`config.mk`:
```
export PLATFORM = sky130hd
export DESIGN_NAME = robo_navegador
export DESIGN_NICKNAME = d
export VERILOG_FILES = /design/src/rtl/robo_navegador.sv
export SDC_FILE = /design/constraint.sdc
export NUM_CORES = 1
export LEC_CHECK = 0
export BUFFER_PORTS_ARGS = -buffer_cell sky130_fd_sc_hd__buf_2
export CAP_MARGIN = 20
export CORE_MARGIN = 5
export CORE_UTILIZATION = 41
export CTS_BUF_LIST = sky130_fd_sc_hd__clkbuf_2
export CTS_CLUSTER_SIZE = 14
export DETAILED_ROUTE_END_ITERATION = 8
export PLACE_DENSITY = 0.64
export RECOVER_POWER = 100
export SYNTH_ARGS = -nofsm -noshare
export SYNTH_HDL_FRONTEND = slang
export SYNTH_SLANG_ARGS = --single-unit
```
`constraint.sdc`:
```
create_clock -name clk -period 1.9 [get_ports clk]
set_input_delay 0.19 -clock clk [delete_from_list [all_inputs] [get_ports clk]]
set_output_delay 0.19 -clock clk [all_outputs]
set_load 0.05 [all_outputs]
```
`src/rtl/robo_navegador.sv`:
```
// Robot navigator: tracks heading and grid position, sequences turn/advance
// commands over a valid/ready handshake and drives the motor action code.
module robo_navegador #(
    parameter int COORD_W     = 4,
    parameter int GRID_X      = 16,
    parameter int GRID_Y      = 16,
    parameter int MOVE_CYCLES = 4,
    parameter int X0          = 0,
    parameter int Y0          = 0
) (
    input  logic               clk,
    input  logic               reset,
    input  logic               cmd_valid,
    output logic               cmd_ready,
    input  logic [1:0]         cmd,
    input  logic               obstaculo,
    output logic [2:0]         orientacao,
    output logic [2:0]         acao,
    output logic [COORD_W-1:0] pos_x,
    output logic [COORD_W-1:0] pos_y,
    output logic               busy,
    output logic               done,
    output logic               bloqueado
);

    localparam logic [2:0] NORTE = 3'b001;
    localparam logic [2:0] OESTE = 3'b010;
    localparam logic [2:0] LESTE = 3'b011;
    localparam logic [2:0] SUL   = 3'b100;

    localparam int CNT_W = (MOVE_CYCLES > 1) ? $clog2(MOVE_CYCLES) : 1;
    localparam logic [CNT_W-1:0]   CNT_LAST = CNT_W'(MOVE_CYCLES - 1);
    localparam logic [COORD_W-1:0] X_MAX    = COORD_W'(GRID_X - 1);
    localparam logic [COORD_W-1:0] Y_MAX    = COORD_W'(GRID_Y - 1);
    localparam logic [COORD_W-1:0] X_RST    = COORD_W'(X0);
    localparam logic [COORD_W-1:0] Y_RST    = COORD_W'(Y0);
    localparam logic [COORD_W-1:0] UM       = COORD_W'(1);

    typedef enum logic [1:0] {OCIOSO, AVANCANDO, FIM} state_t;

    state_t             state;
    state_t             state_next;
    logic [CNT_W-1:0]   contador;
    logic               recusado;
    logic               aceite;
    logic               avanco_livre;
    logic               ultimo_passo;

    function automatic logic [2:0] vira_esquerda(input logic [2:0] h);
        case (h)
            NORTE:   return OESTE;
            OESTE:   return SUL;
            SUL:     return LESTE;
            LESTE:   return NORTE;
            default: return NORTE;
        endcase
    endfunction

    function automatic logic [2:0] vira_direita(input logic [2:0] h);
        case (h)
            NORTE:   return LESTE;
            LESTE:   return SUL;
            SUL:     return OESTE;
            OESTE:   return NORTE;
            default: return NORTE;
        endcase
    endfunction

    assign aceite       = cmd_valid && (state == OCIOSO);
    assign ultimo_passo = (contador == CNT_LAST);

    // An advance is refused at the grid edge or when the cell ahead is blocked.
    always_comb begin
        avanco_livre = 1'b0;
        case (orientacao)
            NORTE:   avanco_livre = (pos_y != Y_MAX);
            SUL:     avanco_livre = (pos_y != '0);
            LESTE:   avanco_livre = (pos_x != X_MAX);
            OESTE:   avanco_livre = (pos_x != '0);
            default: avanco_livre = 1'b0;
        endcase
        if (obstaculo)
            avanco_livre = 1'b0;
    end

    always_ff @(posedge clk or posedge reset) begin
        if (reset)
            state <= OCIOSO;
        else
            state <= state_next;
    end

    always_comb begin
        state_next = state;
        case (state)
            OCIOSO: begin
                if (aceite) begin
                    case (cmd)
                        2'b01, 2'b10: state_next = FIM;
                        2'b11:        state_next = avanco_livre ? AVANCANDO : FIM;
                        default:      state_next = OCIOSO;
                    endcase
                end
            end
            AVANCANDO: if (ultimo_passo) state_next = FIM;
            FIM:       state_next = OCIOSO;
            default:   state_next = OCIOSO;
        endcase
    end

    // Heading changes only on turn accepts; position only at the last move step.
    always_ff @(posedge clk or posedge reset) begin
        if (reset) begin
            orientacao <= NORTE;
            pos_x      <= X_RST;
            pos_y      <= Y_RST;
            contador   <= '0;
            recusado   <= 1'b0;
        end else begin
            case (state)
                OCIOSO: begin
                    if (aceite) begin
                        recusado <= (cmd == 2'b11) && !avanco_livre;
                        contador <= '0;
                        if (cmd == 2'b01)
                            orientacao <= vira_esquerda(orientacao);
                        else if (cmd == 2'b10)
                            orientacao <= vira_direita(orientacao);
                    end
                end
                AVANCANDO: begin
                    contador <= contador + 1'b1;
                    if (ultimo_passo) begin
                        case (orientacao)
                            NORTE:   pos_y <= pos_y + UM;
                            SUL:     pos_y <= pos_y - UM;
                            LESTE:   pos_x <= pos_x + UM;
                            OESTE:   pos_x <= pos_x - UM;
                            default: ;
                        endcase
                    end
                end
                default: ;
            endcase
        end
    end

    always_comb begin
        cmd_ready = (state == OCIOSO);
        busy      = (state != OCIOSO);
        done      = (state == FIM);
        bloqueado = (state == FIM) && recusado;
        acao      = (state == AVANCANDO) ? orientacao : 3'b000;
    end

endmodule
```
==> results.md <==
- Status: complete, no violations
- R2R setup slack: around 0.067 ns
- Die X: between 60 and 70 microns
- Most frequent cell after synthesis: dfrtp_1
- Delay-heaviest family, CP: flip-flops
- FP Rows: 18
- Sequential-to-total area share from yosys stat: 36.8%
- Average wire per standard cell: 13.8 microns
- Antenna violations before repair: 0
- Drt drc: 0
- Worst path max stage delay: roughly 0.63 ns
- Startpoint Class: register
- Worst Setup Slack, final: roughly 0.067 ns
- Total grt overflow: 0
- Switching power: ~800 uW
- Slew Viols, Final: 0
- Clock tree buffer depth: 2
- CP max-delay cell: dfstp_2
- Worst-path clk slew: approximately 0.18 ns
- Layout area overhead: 22.8%
- Yosys top cell area share: 34.4%
- Hold wc startpoint: cmd_valid
- Number of global-route vias before repair: between 800 and 900
- Fin crit share: between 90 and 100%
- Share of cells above drive strength 1: between 20% and 30%
- Final Util: roughly 53%
- Initial DRC count: 38
- Vert. Die Dim: roughly 62 microns
- Data arrival time of the worst path: 2.05 ns
- Minimum clock period: 1.83 ns
- Final hold viol count: 0
- Final std cells w/o fill: 174
- Power Total: around 1600 uW
- Worst slew pin tran: around 0.62 ns
- Clock tree sinks: 16
- Vias/cell: 5.18
- Fill cells: 247
- Static Leak: roughly 0.00063 uW
- # setup viols final: 0
- Pwr dens: about 1200 nW/um^2
- Placed insts: 167
- Core Area: approximately 2500 sq um
- Total Routing Usage GR: 14.3%
- Worst Path Required: between 2 and 2.5 ns
- WHS Endpoint: recusado
- Final ANT Viol Nets: 0
- Largest net degree at the start of global routing: 17
- Maximum vdd ir drop: about 650 uV
- Max cap viols: 0
- Ant. Diodes: 0
- Buf/Inv on CP: 1
- Critical path, cell by cell: nor3b_4, buf_4, ha_1, a21oi_2, mux2_2, xnor2_1
- Syn Nets: ~130
- Skew-Pair Late Insertion Delay: 0.30 ns
- CP Max Fanout: 6
- CP Class: reg2reg
- Post-synth EDFFs: 0
- Internal: roughly 800 uW
- CP endpoint kind: register
- Synth area leaders: dfrtp_1, ha_1, xnor2_1, mux2_2, fa_1
- Fmax: ~0.55 GHz
- Min-delay worst type: in2reg
- Synthesized area: between 1000 and 1500 sq um
- Initial core utilization: 43.3%
- CTS tree: yes
- RD Place Congestion: around 0.75
- Final wirelength: ~2400 microns
- Initial DRT Pass Iterations: 4
- Hold-critical path depth: 3
- Predominant post-synthesis flop cell: dfrtp_1
- Dpl ws: around 0.010 ns
- Dpl hpwl: 1870 microns
- # nets final: 161
- Num CTS Buffers: 3
- Synth Area per Inst: slightly below 10 sq um
- Synth Warn #: 0
- Sw Share: 50.1%
- Post-Synthesis Cells: between 100 and 150
- IO Pins: 24
- Post-synth top cells: dfrtp_1, inv_1, ha_1, nand2_1, xnor2_1
- Synth cell types: between 40 and 50
- Worst rel slew slack: 58.3%
- Reg-to-reg critical path endpoint: pos_y[3]
- Clk pwr share: 10.0%
- Synth async-reset ratio: 100%
- R2r startpoint: orientacao[0]
- Vias: ~900
- Flop pwr share: between 30% and 40%
- CTS HTree Levels: 1
- Port-buffer cells: 23
- Yosys top cell by area: dfrtp_1
- Combinational share of power: between 50% and 60%
- Fin Clk Skew: ~0.021 ns
- Seq cells post-synth: 16
- Full die area: 3800 sq um
- Cell depth of the worst flop-to-flop path: 6
- CTS Root Buffer Type: clkbuf_2
- First-pass GRT wire length: roughly 4000 microns
==> layer usage <==
metal / share of wire [%] / track usage [%]
met1: 47 / 19.9
met5: 0 / 0
met4: 0.71 / 4.55
met2: 48 / 22.9
met3: 4.0 / 2.10
==> worst max-delay path by stage <==
stage | endpoint | startpoint | slack (ns) | cells past startpoint
floorplan | pos_y[3] | orientacao[0] | -0.21 | 7
global placement | pos_y[3] | orientacao[0] | 0.05 | 6
detailed placement | pos_x[3] | orientacao[2] | 0.01 | 7
CTS | pos_y[3] | orientacao[1] | 0.02 | 6
global route | pos_y[3] | orientacao[1] | -0.007 | 6
finish | pos_y[3] | orientacao[0] | 0.07 | 6
==> cell usage in the layout (no fill, tap or decap), types with 3 or more instances in the layout <==
| master | instances |
|---|---|
| nand3_1 | 3 |
| and2_1 | 4 |
| clkbuf_2 | 10 |
| buf_4 | 6 |
| clkbuf_1 | 13 |
| nand2_1 | 8 |
| mux2_2 | 4 |
| nand2b_1 | 3 |
| dfrtp_1 | 13 |
| ha_1 | 7 |
| nor2_1 | 5 |
| buf_2 | 5 |
| inv_1 | 9 |
| xnor2_1 | 7 |
==> cell families after synthesis <==
family	share of synthesized area [%]
simple gates	20.7
compound gates	12.8
flops	36.8
buf+inv	4.47
fa+ha+maj	12.8
xor+xnor	6.41
mux	5.96
==> timing repair <==
item | in CTS | in global routing
setup endpoints to repair | 1 | 2
resized for setup | 2 | 6
hold buffers | 1 | 0
setup buffers | 0 | 2
endpoints found under the hold margin | 15 | 0
pin swaps | 0 | 5
==> flip-flops by register name, indices dropped and copies added, names as in the netlist <==
name        flops
pos_x           4
pos_y           4
orientacao      3
contador        2
state           2
recusado        1
==> layout make-up <==
cell class / instances / area (sq um) / share of cell area, %
Tap cell: 30 / 37.5 / 2.80
Clock buffer: 3 / 15.0 / 1.12
Clock inverter: 1 / 3.75 / 0.280
Inverter: 10 / 40.0 / 2.99
Multi-Input combinational cell: 82 / 677 / 50.5
Sequential cell: 16 / 404 / 30.1
Timing Repair Buffer: 32 / 164 / 12.2
==> tightest hold or removal path: stages <==
cell,delay (ns)
buf_2,0.13
nand3_1,0.08
o21ai_0,0.07
==> per-stage QoR <==
step	cell area, sq um	hold WS, ns	TNS, ns
2_1_floorplan	1110	0.103	-0.265
3_3_place_gp	1290	0.302	0
3_5_place_dp	1290	0.305	0
4_1_cts	1330	0.201	0
5_1_grt	1340	0.199	-0.00674
6_report	1340	0.191	0
==> power groups by stage <==
stage,combinational (uW),sequential [uW],clock (uW)
6_report,917,520,159
5_1_grt,999,535,181
4_1_cts,904,521,160
3_5_place_dp,893,528,0
3_3_place_gp,879,523,0
2_1_floorplan,579,637,0
(Power assumes the default switching activity.)
